### src/rtl/simple_spi_master_if.sv
// Host-side handshake plus SPI pin bundle for simple_spi_master.
interface simple_spi_master_if #(parameter int WIDTH = 32);
  logic             start;
  logic [WIDTH-1:0] value_mosi;
  logic [WIDTH-1:0] value_miso;
  logic             busy;
  logic             done;
  logic             pin_ncs;
  logic             pin_clk;
  logic             pin_mosi;
  logic             pin_miso;

  modport master (
    input  start, value_mosi, pin_miso,
    output value_miso, busy, done, pin_ncs, pin_clk, pin_mosi
  );

  modport slave (
    output start, value_mosi, pin_miso,
    input  value_miso, busy, done, pin_ncs, pin_clk, pin_mosi
  );
endinterface

### src/rtl/simple_spi_master.sv
// Single-word SPI master, MSB first, MOSI changes on falling SCK, MISO sampled at the fall.
// Every pin output is a flop; MISO passes through a 2-flop synchronizer.
module simple_spi_master #(
  parameter int       WIDTH    = 32,
  parameter bit       CPOL     = 1'b0,
  parameter int       CLK_DIV  = 4,
  parameter int       CS_DELAY = 4
) (
  input  logic                 system_clk,
  input  logic                 system_rst_n,
  simple_spi_master_if.master  bus
);
  localparam int MAXC = (CLK_DIV > CS_DELAY) ? CLK_DIV : CS_DELAY;
  localparam int CW   = $clog2(MAXC + 1);
  localparam int BW   = $clog2(WIDTH + 1);

  typedef enum logic [2:0] {IDLE, SETUP, CLK_HIGH, CLK_LOW, HOLD, GAP} state_e;

  state_e           state_q, state_d;
  logic [CW-1:0]    cnt_q, cnt_d;
  logic [BW-1:0]    bit_cnt_q, bit_cnt_d;
  logic [WIDTH-1:0] tx_q, tx_d, rx_q, rx_d, val_q, val_d;
  logic             ncs_q, ncs_d, clk_q, clk_d, mosi_q, mosi_d;
  logic             busy_q, busy_d, done_q, done_d;
  logic [1:0]       sync_q;
  logic             miso_sync, phase_end, last_bit;

  assign miso_sync = sync_q[1];
  assign last_bit  = (bit_cnt_q == BW'(WIDTH - 1));

  always_comb begin
    phase_end = 1'b0;
    case (state_q)
      SETUP, HOLD, GAP:  phase_end = (cnt_q == CW'(CS_DELAY - 1));
      CLK_HIGH, CLK_LOW: phase_end = (cnt_q == CW'(CLK_DIV - 1));
      default:           phase_end = 1'b0;
    endcase
  end

  always_ff @(posedge system_clk or negedge system_rst_n) begin
    if (!system_rst_n) begin
      state_q <= IDLE;
      cnt_q   <= '0;
    end else begin
      state_q <= state_d;
      cnt_q   <= cnt_d;
    end
  end

  always_comb begin
    state_d = state_q;
    cnt_d   = (state_q == IDLE || phase_end) ? '0 : cnt_q + CW'(1);
    case (state_q)
      IDLE:     if (bus.start) state_d = SETUP;
      SETUP:    if (phase_end) state_d = CLK_HIGH;
      // The low phase after the last fall is absorbed into HOLD.
      CLK_HIGH: if (phase_end) state_d = last_bit ? HOLD : CLK_LOW;
      CLK_LOW:  if (phase_end) state_d = CLK_HIGH;
      HOLD:     if (phase_end) state_d = GAP;
      GAP:      if (phase_end) state_d = IDLE;
      default:  state_d = IDLE;
    endcase
  end

  always_comb begin
    tx_d      = tx_q;
    rx_d      = rx_q;
    val_d     = val_q;
    bit_cnt_d = bit_cnt_q;
    ncs_d     = ncs_q;
    clk_d     = clk_q;
    mosi_d    = mosi_q;
    busy_d    = busy_q;
    done_d    = 1'b0;
    case (state_q)
      IDLE: begin
        mosi_d = 1'b0;
        if (bus.start) begin
          tx_d      = bus.value_mosi;
          ncs_d     = 1'b0;
          mosi_d    = bus.value_mosi[WIDTH-1];
          busy_d    = 1'b1;
          bit_cnt_d = '0;
        end
      end
      SETUP, CLK_LOW: if (phase_end) clk_d = ~CPOL;
      CLK_HIGH: if (phase_end) begin
        clk_d     = CPOL;
        rx_d      = {rx_q[WIDTH-2:0], miso_sync};
        bit_cnt_d = bit_cnt_q + BW'(1);
        if (!last_bit) begin
          tx_d   = {tx_q[WIDTH-2:0], 1'b0};
          mosi_d = tx_q[WIDTH-2];
        end
      end
      HOLD: if (phase_end) begin
        ncs_d  = 1'b1;
        mosi_d = 1'b0;
        val_d  = rx_q;
        done_d = 1'b1;
      end
      GAP: if (phase_end) busy_d = 1'b0;
      default: ;
    endcase
  end

  always_ff @(posedge system_clk or negedge system_rst_n) begin
    if (!system_rst_n) begin
      tx_q      <= '0;
      rx_q      <= '0;
      val_q     <= '0;
      bit_cnt_q <= '0;
      ncs_q     <= 1'b1;
      clk_q     <= CPOL;
      mosi_q    <= 1'b0;
      busy_q    <= 1'b0;
      done_q    <= 1'b0;
      sync_q    <= '0;
    end else begin
      tx_q      <= tx_d;
      rx_q      <= rx_d;
      val_q     <= val_d;
      bit_cnt_q <= bit_cnt_d;
      ncs_q     <= ncs_d;
      clk_q     <= clk_d;
      mosi_q    <= mosi_d;
      busy_q    <= busy_d;
      done_q    <= done_d;
      sync_q    <= {sync_q[0], bus.pin_miso};
    end
  end

  assign bus.pin_ncs    = ncs_q;
  assign bus.pin_clk    = clk_q;
  assign bus.pin_mosi   = mosi_q;
  assign bus.busy       = busy_q;
  assign bus.done       = done_q;
  assign bus.value_miso = val_q;
endmodule

### src/flat_wrapper.sv
// flat-port wrapper written by rule: the top's interface ports become plain ports
module simple_spi_master_flat 
#(
  parameter int       WIDTH    = 32,
  parameter bit       CPOL     = 1'b0,
  parameter int       CLK_DIV  = 4,
  parameter int       CS_DELAY = 4
)
  (system_clk, system_rst_n, bus_start, bus_value_mosi, bus_pin_miso, bus_value_miso, bus_busy, bus_done, bus_pin_ncs, bus_pin_clk, bus_pin_mosi);
  simple_spi_master_if #(.WIDTH(WIDTH)) bus_i ();
  input  logic system_clk;
  input  logic system_rst_n;
  input wire logic [$bits(bus_i.start)-1:0] bus_start;
  input wire logic [$bits(bus_i.value_mosi)-1:0] bus_value_mosi;
  input wire logic [$bits(bus_i.pin_miso)-1:0] bus_pin_miso;
  output wire logic [$bits(bus_i.value_miso)-1:0] bus_value_miso;
  output wire logic [$bits(bus_i.busy)-1:0] bus_busy;
  output wire logic [$bits(bus_i.done)-1:0] bus_done;
  output wire logic [$bits(bus_i.pin_ncs)-1:0] bus_pin_ncs;
  output wire logic [$bits(bus_i.pin_clk)-1:0] bus_pin_clk;
  output wire logic [$bits(bus_i.pin_mosi)-1:0] bus_pin_mosi;
  assign bus_i.start = bus_start;
  assign bus_i.value_mosi = bus_value_mosi;
  assign bus_i.pin_miso = bus_pin_miso;
  assign bus_value_miso = bus_i.value_miso;
  assign bus_busy = bus_i.busy;
  assign bus_done = bus_i.done;
  assign bus_pin_ncs = bus_i.pin_ncs;
  assign bus_pin_clk = bus_i.pin_clk;
  assign bus_pin_mosi = bus_i.pin_mosi;
  simple_spi_master #(.WIDTH(WIDTH), .CPOL(CPOL), .CLK_DIV(CLK_DIV), .CS_DELAY(CS_DELAY)) u_core (.system_clk(system_clk), .system_rst_n(system_rst_n), .bus(bus_i));
endmodule
### config.mk
export PLATFORM = sky130hd
export DESIGN_NAME = simple_spi_master_flat
export DESIGN_NICKNAME = d
export VERILOG_FILES = /design/src/rtl/simple_spi_master_if.sv /design/src/rtl/simple_spi_master.sv /design/src/flat_wrapper.sv
export SDC_FILE = /design/constraint.sdc
export NUM_CORES = 1
export LEC_CHECK = 0
export ABC_AREA = 1
export BUFFER_PORTS_ARGS = -buffer_cell sky130_fd_sc_hd__buf_2
export CAP_MARGIN = 20
export CORE_AREA = 2 2 103 95
export CTS_BUF_LIST = sky130_fd_sc_hd__clkbuf_8
export DETAILED_ROUTE_END_ITERATION = 10
export DIE_AREA = 0 0 105 97
export GPL_ROUTABILITY_DRIVEN = 0
export HOLD_SLACK_MARGIN = 0.06
export PLACE_DENSITY = 0.77
export SETUP_SLACK_MARGIN = 0.2
export SLEW_MARGIN = 20
export SYNTH_ARGS = -nofsm -noshare
export SYNTH_HDL_FRONTEND = slang
export SYNTH_SLANG_ARGS = --single-unit
### constraint.sdc
create_clock -name system_clk -period 4 [get_ports system_clk]
set_input_delay 0.8 -clock system_clk [delete_from_list [all_inputs] [get_ports system_clk]]
set_output_delay 0.8 -clock system_clk [all_outputs]
set_load 0.03 [all_outputs]
==> impl_metrics.tcl, run 1 <==
set metrics [dict create \
    p_switching_uw 1420 \
    ys_ff_latch 114 \
    num_vias 3992 \
    p_leak_uw 0.00302 \
    ys_seq_area_share_pct 57.4 \
    place_area_um2 5340 \
    finClkSkew_ns 0.0139 \
    outcome "finished clean" \
    grt_pass1_wl_mm 17.8 \
    ir_worst_vdd_mv 0.396 \
    startpoint_type "register" \
    fin_crit_sh_pct 67.1 \
    via_per_inst 5.01 \
    fillers 799 \
    most-common-layout-cells "262 x nand2_1, 113 x dfrtp_1, 71 x buf_2, 46 x o21ai_0, 43 x inv_1" \
    antenna_found_initial 0 \
    synth_cell_types 24 \
    grt_max_degree 74 \
    insertion_delay_ns 0.43 \
    synth-xor-area-share_pct 0.176 \
    final_nets 701 \
    slew_viol_final 0 \
    ys_async_sr_fraction_pct 100 \
    cts.sinks 114 \
    hold_depth 0 \
    drive_gt1_share_pct 18.4 \
    hold_end "u_core.sync_q[1]$_DFF_PN0_" \
    max_freq_mhz 373 \
    avgSynthCellArea_um2 8.29 \
    fin_ws_ns 1.32 \
    worstHoldStart "u_core.sync_q[0]$_DFF_PN0_" \
    gr-total-overflow 0 \
    ant_nets 0 \
    final_cell_area_um2 5720 \
    wl_per_cell_um 12.6 \
    final_common_cell "nand2_1" \
    cap_violations 0 \
    synthAdderAreaFrac_pct 0.755 \
    r2r_cells 8 \
    cts_root_buf "clkbuf_8" \
    num_io_pins 73 \
    cellPowerDensity_nw_per_um2 627 \
    synthTopCellsByArea "dfrtp_1 57%, nand2_1 20%, o21ai_0 4.6%" \
    required_ns 4.30 \
    criticalPathCategory "reg -> reg" \
    die_y_um 97 \
    reg2reg_to "u_core.tx_q[11]$_DFFE_PN0P_" \
    r2r_slack_ns 1.32 \
    dp_hpwl_mm 6.43 \
    port_buffers 72 \
    seqPwrFrac_pct 41.7 \
    hold_viol_final 0 \
    grtUsageTotal_pct 21.6 \
    clockPowerShare_pct 27.8 \
    rsz0062_at_grt "no" \
    sw_frac_of_total_pct 39.5 \
    routed_wl_mm 10.1 \
    relSlewSlack_pct 41.2 \
    cp-end-kind "register" \
    finalSetupViolations 0 \
    crit_fanout 36 \
    first_pass_iters 5 \
    yosys.area_share.simple_pct 27.0 \
    synth-edff-count 0 \
    clock_path_buffers 2 \
    rr_startpoint "u_core.state_q[2]$_DFFE_PN0P_" \
    seq_area_um2 2850 \
    core_region_area_um2 9000 \
    fin_crit_ns 2.68 \
    ys_warn_count 0 \
    ctsHoldBuffers 0 \
    diodes 0 \
    htreeDepth 4 \
    synth_flop_cell "dfrtp_1" \
    cts_resized 0 \
    hp-class "reg -> reg" \
    multi_input_area_um2 1780 \
    critPathArrivalTime_ns 2.99 \
    p_int_uw 2170 \
    grt_pass1_vias 3870 \
    drc 0 \
    synth_area_um2 4970 \
    synth_top_family_by_area "simple AND/OR/NAND/NOR gates" \
    dp_slack_ns 1.41 \
    post-cts-setup-buffers 0 \
    instances_no_fill 797 \
    tightest_slew_ns 0.882 \
    pwr-share-comb_pct 30.5 \
    clk_transition_reported_paths_ns 0.07 \
    cts_buffers 17 \
    yosysTopAreaCellShare_pct 56.9 \
    final_core_util_pct 63.6 \
    start_util_pct 55.2 \
    synth_mux_area_share_pct 0 \
    die_area_um2 10200 \
    drt_iter0_markers 347 \
    syn_inst 599 \
    area_growth_pct 15.1 \
    synth.largest_area_cell "dfrtp_1" \
    synth_compound_area_share_pct 7.58 \
    placed_cells 765 \
    cts_tree "yes" \
    fp.dieW_um 105 \
    fp-row-count 33 \
    synth_nets 638 \
    setup_tns_ns 0 \
]
==> critical path, stage by stage (launching register included) <==
cell,delay (ns)
dfrtp_1,0.45
inv_2,0.16
nand2_2,0.11
nor2_8,0.39
nand2_1,0.19
nand2_2,0.48
nand2_2,0.50
nand2_1,0.18
nand2_1,0.08
==> Yosys cell counts (2+ instances only) <==
master,count
a21oi_1,5
buf_2,18
buf_4,9
clkbuf_1,4
dfrtp_1,113
ha_1,3
inv_1,43
inv_2,4
nand2_1,262
nand2_2,4
nand3_1,38
nand3_2,2
nand3b_1,2
nor2_1,14
o21ai_0,46
o21ai_1,23
or2_2,2
==> worst max path at each step <==
| stage | from | endpoint | slack, ns | cells after the start |
|---|---|---|---|---|
| final | u_core.state_q[2]$_DFFE_PN0P_ | u_core.tx_q[11]$_DFFE_PN0P_ | 1.32 | 8 |
| after global routing | u_core.state_q[2]$_DFFE_PN0P_ | u_core.tx_q[17]$_DFFE_PN0P_ | 1.02 | 8 |
| after CTS | u_core.state_q[2]$_DFFE_PN0P_ | u_core.tx_q[11]$_DFFE_PN0P_ | 1.39 | 8 |
| after detailed placement | u_core.state_q[2]$_DFFE_PN0P_ | u_core.tx_q[7]$_DFFE_PN0P_ | 1.41 | 8 |
| after global placement | u_core.state_q[1]$_DFFE_PN0P_ | u_core.tx_q[25]$_DFFE_PN0P_ | 1.45 | 7 |
| after floorplan | bus_start | u_core.tx_q[10]$_DFFE_PN0P_ | 2.49 | 6 |
==> layer usage <==
| layer | track usage (%) | part of all wire (%) |
|---|---|---|
| met1 | 29.2 | 46 |
| met2 | 33.1 | 48 |
| met3 | 6.54 | 4.1 |
| met4 | 7.90 | 1.6 |
| met5 | 0 | 0 |
==> layout make-up <==
type / count / share of cell area [%]
well taps: 122 / 2.67
multi-input cells: 407 / 31.2
clock inverters: 15 / 2.36
flip-flops and latches: 114 / 49.9
clock buffers: 17 / 4.09
repair buffers: 75 / 6.74
inverters: 47 / 3.08
==> power groups by stage <==
stage	Clock (uW)	Combinational, uW	Sequential, uW
after floorplan	0	939	1470
after global placement	0	1050	1510
after detailed placement	0	1090	1510
after CTS	1020	1090	1490
after global routing	1080	1280	1520
final	998	1090	1500
==> state kept, by name, summed over array words and instances, names as in the netlist <==
| name | count |
|---|---|
| u_core.rx_q | 32 |
| u_core.bus.value_miso | 32 |
| u_core.bus.busy | 1 |
| u_core.bus.pin_ncs | 1 |
| u_core.bit_cnt_q | 6 |
| u_core.sync_q | 2 |
| u_core.bus.done | 1 |
| u_core.bus.pin_mosi | 1 |
| u_core.state_q | 3 |
| u_core.tx_q | 31 |
| u_core.bus.pin_clk | 1 |
| u_core.cnt_q | 3 |
==> cell families after synthesis <==
| group | after synthesis |
|---|---|
| compound gates | 75 |
| xor+xnor | 1 |
| fa+ha+maj | 3 |
| buf+inv | 78 |
| flops | 114 |
| simple gates | 328 |
==> metrics by stage <==
| stage | power (uW) | hold WS, ns |
|---|---|---|
| 2_1_floorplan | 2410 | 0.331 |
| 3_3_place_gp | 2560 | 0.332 |
| 3_5_place_dp | 2600 | 0.341 |
| 4_1_cts | 3610 | 0.378 |
| 5_1_grt | 3890 | 0.376 |
| 6_report | 3590 | 0.377 |
No activity file was read; power rests on OpenSTA's default activity.
==> run 2, diff against run 1 <==
==> constraint.sdc (replaced) <==
create_clock -name system_clk -period 2.8 [get_ports system_clk]
set_input_delay 0.56 -clock system_clk [delete_from_list [all_inputs] [get_ports system_clk]]
set_output_delay 0.56 -clock system_clk [all_outputs]
set_load 0.03 [all_outputs]
==> impl_metrics.tcl, run 2 (synthesis results as in run 1) <==
set metrics [dict create \
    outcome "finished clean" \
    routed_wl_mm 9.99 \
    grt_pass1_wl_mm 17.7 \
    gr-total-overflow 0 \
    finClkSkew_ns 0.0175 \
    grtUsageTotal_pct 21.4 \
    critPathBufInv 2 \
    area_growth_pct 16.5 \
    drt_iter0_markers 230 \
    power_uw 5180 \
    fin_crit_sh_pct 78.0 \
    first_pass_iters 5 \
    dp_hpwl_mm 6.36 \
    cts_root_buf "clkbuf_8" \
    critPathLaunch "u_core.cnt_q[0]$_DFF_PN0_" \
    drc 0 \
    antenna_found_initial 0 \
    endpoint "u_core.tx_q[29]$_DFFE_PN0P_" \
    cts_tree "yes" \
    r2r_cells 9 \
    drive_gt1_share_pct 18.5 \
    htreeDepth 4 \
    fin_ws_ns 0.615 \
    cp_slowest_stage_delay_ns 0.42 \
    hp-class "in -> reg" \
    insertion_delay_ns 0.42 \
    die_area_um2 10200 \
    fin_crit_ns 2.19 \
    crit_fanout 32 \
    rsz0062_at_grt "no" \
    num_vias 3988 \
    rr_startpoint "u_core.cnt_q[0]$_DFF_PN0_" \
    finalSetupViolations 0 \
    cp_top_family "simple AND/OR/NAND/NOR gates" \
    cap_violations 0 \
    p_leak_uw 0.00307 \
    criticalPathCategory "reg -> reg" \
    critPathArrivalTime_ns 2.49 \
    pwr-share-comb_pct 31.1 \
    final_nets 706 \
    p_switching_uw 2010 \
    cp_cell_sequence "ha_1 > ha_1 > inv_2 > nand2_2 > nand2_1 > inv_2 > nand2_4 > nand2_1 > nand2_1" \
    core_region_area_um2 9000 \
    hold_viol_final 0 \
    path_depth 9 \
    setup_tns_ns 0 \
    final_common_cell "nand2_1" \
    diodes 0 \
    required_ns 3.11 \
    fp.dieW_um 105 \
    slowest_stage "inv_2" \
    relSlewSlack_pct 61.8 \
    clock_path_buffers 2 \
    wl_per_cell_um 12.5 \
    cts_buffers 17 \
    seqPwrFrac_pct 41.2 \
    most-common-layout-cells "262 x nand2_1, 113 x dfrtp_1, 71 x buf_2, 46 x o21ai_0, 45 x inv_1" \
    worstHoldStart "bus_pin_miso" \
    startpoint_type "register" \
    clockPowerShare_pct 27.6 \
    port_buffers 72 \
    cp-end-kind "register" \
    max_freq_mhz 458 \
    crit_top_cell "nand2_1" \
    slew_viol_final 0 \
    clk_transition_reported_paths_ns 0.07 \
    grt_pass1_vias 3924 \
    cellPowerDensity_nw_per_um2 896 \
    dp_slack_ns 0.464 \
    p_int_uw 3180 \
    ir_worst_vdd_mv 0.624 \
    cts.sinks 114 \
    die_y_um 97 \
    fp-row-count 33 \
    grt_max_degree 68 \
    via_per_inst 4.97 \
    sw_frac_of_total_pct 38.7 \
    num_io_pins 73 \
    post-cts-setup-buffers 0 \
    tightest_slew_ns 0.573 \
    reg2reg_to "u_core.tx_q[29]$_DFFE_PN0P_" \
    r2r_slack_ns 0.61 \
    start_util_pct 55.2 \
    ant_nets 0 \
]
-- run 2: cell type report --
class / instances / area, um^2
Fill cell: 793 / 3210
Sequential cell: 114 / 2850
Multi-Input combinational cell: 407 / 1780
Timing Repair Buffer: 80 / 450
Clock buffer: 19 / 262
Inverter: 47 / 176
Tap cell: 122 / 153
Clock inverter: 13 / 113
-- run 2: worst min path at each step --
stage                                                 end  slack [ns]  cells after the start
after global routing           u_core.sync_q[0]$_DFF_PN0_        0.22                      1
final                          u_core.sync_q[0]$_DFF_PN0_        0.25                      1
after CTS                      u_core.sync_q[0]$_DFF_PN0_        0.22                      1
after global placement         u_core.sync_q[1]$_DFF_PN0_        0.33                      0
after floorplan           u_core.bit_cnt_q[0]$_DFFE_PN0P_        0.26                      0
after detailed placement       u_core.sync_q[1]$_DFF_PN0_        0.35                      0
-- run 2: power by group through the flow --
stage	Combinational (uW)	Clock (uW)	Sequential, uW
after global routing	1860	1540	2170
after floorplan	1340	0	2100
after global placement	1540	0	2150
final	1610	1430	2140
after CTS	1610	1470	2140
after detailed placement	1590	0	2160
-- run 2: layer usage --
metal | track usage [%] | vias to the layer above | routed length (um) | share of wire (%)
met1 | 28.4 | 1882 | 4610 | 46
met2 | 33.9 | 94 | 4790 | 48
li1 | - | 2002 | - | -
met3 | 6.94 | 10 | 485 | 4.9
met5 | 0 | - | 0 | 0
met4 | 6.36 | 0 | 110 | 1.1
-- run 2: what timing repair did --
action | CTS | global route
hold buffers | 1 | 0
setup endpoints to repair | 0 | 19
endpoints found under the hold margin | 27 | 0
gates resized for setup | 0 | 1
-- run 2: stage by stage --
stage               cell area [um^2]  util (%)  cells  hold WS (ns)
floorplan                       4970         -    599         0.264
global placement                5400      60.0    769         0.334
detailed placement              5400      60.0    769         0.348
CTS                             5780      64.2    802         0.221
global route                    5790      64.3    802         0.217
finish                          5790      64.3    802         0.247
==> run 3, diff against run 2 <==
--- a/config.mk
+++ b/config.mk
@@ -8,13 +8,13 @@
 export ABC_AREA = 1
 export BUFFER_PORTS_ARGS = -buffer_cell sky130_fd_sc_hd__buf_2
 export CAP_MARGIN = 20
-export CORE_AREA = 2 2 103 95
+export CORE_AREA = 2 2 106 97
 export CTS_BUF_LIST = sky130_fd_sc_hd__clkbuf_8
 export DETAILED_ROUTE_END_ITERATION = 10
-export DIE_AREA = 0 0 105 97
+export DIE_AREA = 0 0 108 99
 export GPL_ROUTABILITY_DRIVEN = 0
 export HOLD_SLACK_MARGIN = 0.06
-export PLACE_DENSITY = 0.77
+export PLACE_DENSITY = 0.76
 export SETUP_SLACK_MARGIN = 0.2
 export SLEW_MARGIN = 20
 export SYNTH_ARGS = -nofsm -noshare
==> constraint.sdc (replaced) <==
create_clock -name system_clk -period 1.8 [get_ports system_clk]
set_input_delay 0.36 -clock system_clk [delete_from_list [all_inputs] [get_ports system_clk]]
set_output_delay 0.36 -clock system_clk [all_outputs]
set_load 0.03 [all_outputs]
==> impl_metrics.tcl, run 3 (synthesis results as in run 1) <==
set metrics [dict create \
    cts_tree "yes" \
    drt_iter0_markers 298 \
    cp_cell_sequence "ha_2 > nand2_1 > nor2_1 > nand2_1 > nand2_2 > nand2_4 > nand2_8 > clkbuf_16 > nand2_1 > nand2_1" \
    grt_pass1_vias 3973 \
    fp.dieW_um 108 \
    hold_viol_final 0 \
    num_vias 4138 \
    outcome "finished clean" \
    diodes 0 \
    p_int_uw 5440 \
    final_common_cell "nand2_1" \
    cap_violations 0 \
    ant_nets 0 \
    drc 0 \
    startpoint_type "register" \
    grt_max_degree 68 \
    p_switching_uw 3380 \
    hp-class "in -> reg" \
    finClkSkew_ns 0.0122 \
    fin_crit_sh_pct 85.2 \
    p_leak_uw 0.00320 \
    drive_gt1_share_pct 20.9 \
    required_ns 2.12 \
    num_io_pins 73 \
    via_per_inst 5.05 \
    grt_pass1_wl_mm 17.9 \
    antenna_found_initial 0 \
    insertion_delay_ns 0.44 \
    rr_startpoint "u_core.bit_cnt_q[1]$_DFFE_PN0P_" \
    htreeDepth 4 \
    cp-end-kind "register" \
    setup_tns_ns 0 \
    routed_wl_mm 10.8 \
    criticalPathCategory "reg -> reg" \
    crit_top_cell "nand2_1" \
    slew_viol_final 0 \
    tightest_slew_ns 0.512 \
    rsz0062_at_grt "yes" \
    worstHoldStart "bus_value_mosi[0]" \
    core_region_area_um2 9570 \
    final_cell_area_um2 6080 \
    area_growth_pct 22.3 \
    port_buffers 72 \
    gr-total-overflow 0 \
    seqPwrFrac_pct 37.7 \
    place_area_um2 5490 \
    dp_hpwl_mm 6.55 \
    slowest_stage "dfrtp_1" \
    pwr-share-comb_pct 35.3 \
    grtUsageTotal_pct 21.3 \
    start_util_pct 51.9 \
    whs_ns 0.177 \
    power_uw 8820 \
    cellPowerDensity_nw_per_um2 1450 \
    critPathArrivalTime_ns 1.86 \
    cts.sinks 114 \
    die_y_um 99 \
    cp_slowest_stage_delay_ns 0.42 \
    fin_crit_ns 1.53 \
    cts_root_buf "clkbuf_8" \
    crit_fanout 12 \
    finalSetupViolations 0 \
    clock_path_buffers 2 \
    die_area_um2 10700 \
    cp_top_family "simple AND/OR/NAND/NOR gates" \
    clockPowerShare_pct 27.0 \
    first_pass_iters 5 \
    critPathLaunch "u_core.bit_cnt_q[1]$_DFFE_PN0P_" \
    wl_per_cell_um 13.2 \
    cts_buffers 17 \
    ir_worst_vdd_mv 0.817 \
    relSlewSlack_pct 65.9 \
    final_nets 720 \
    sw_frac_of_total_pct 38.3 \
    clk_transition_reported_paths_ns 0.07 \
    fp-row-count 34 \
    critPathBufInv 1 \
    max_freq_mhz 652 \
    most-common-layout-cells "260 x nand2_1, 112 x dfrtp_1, 71 x buf_2, 44 x inv_1, 44 x o21ai_0" \
]
## run 3: cell types whose count changed in the layout (fill, tap and decap cells not counted), sizes merged
cell / delta
buf: +10
bufinv: +1
clkbuf: +1
clkinv: +2
clkinvlp: -2
dlygate4sd3: +1
inv: +1
## run 3: layout make-up
class	instances	area, um^2
Fill cell	788	3490
Sequential cell	114	2860
Multi-Input combinational cell	407	1810
Timing Repair Buffer	94	684
Clock buffer	17	234
Inverter	47	181
Clock inverter	15	159
Tap cell	126	158
## run 3: repair_timing
action,4_1_cts,5_1_grt
gates cloned,0,3
hold buffers,2,0
pin swaps,0,1
endpoints found under the setup margin,31,82
hold endpoints to repair,36,0
setup buffers,1,4
gates resized for setup,4,15
## run 3: final timing paths
| kind | end | slack [ns] | cells after the start |
|---|---|---|---|
| max | u_core.tx_q[13]$_DFFE_PN0P_ | 0.27 | 10 |
| min | u_core.tx_q[0]$_DFFE_PN0P_ | 0.18 | 3 |
| max reg2reg | u_core.tx_q[13]$_DFFE_PN0P_ | 0.27 | 10 |
| min reg2reg | u_core.sync_q[1]$_DFF_PN0_ | 0.36 | 0 |
| max in group asynchronous | u_core.state_q[0]$_DFFE_PN0P_ | 0.74 | 3 |
| min in group asynchronous | u_core.rx_q[19]$_DFFE_PN0P_ | 0.43 | 2 |
## run 3: worst min-delay path, cell delays in order
cell	delay [ns]
buf_2	0.08
nand3_1	0.07
nand2_1	0.07
## run 3: power by group through the flow
stage | logic, uW | registers (uW) | clock network (uW)
5_1_grt | 3540 | 3370 | 2560
3_5_place_dp | 2670 | 3350 | 0
2_1_floorplan | 2090 | 3270 | 0
6_report | 3110 | 3320 | 2380
3_3_place_gp | 2560 | 3340 | 0
4_1_cts | 2750 | 3310 | 2430
## run 3: through the flow
stage          utilization [%]  instances  setup slack (ns)
2_1_floorplan                -        599             0.302
3_3_place_gp              57.4        778             0.167
3_5_place_dp              57.4        778             0.135
4_1_cts                   61.9        813             0.206
5_1_grt                   63.5        820             0.143
6_report                  63.5        820             0.267
## run 3: per-layer routing
layer / vias up / share of wire (%) / GRT usage, %
met2: 111 / 48 / 32.6
met3: 22 / 5.2 / 5.95
met5: - / 0 / 0
met4: 0 / 1.9 / 9.17
li1: 2048 / - / -
met1: 1957 / 45 / 28.6
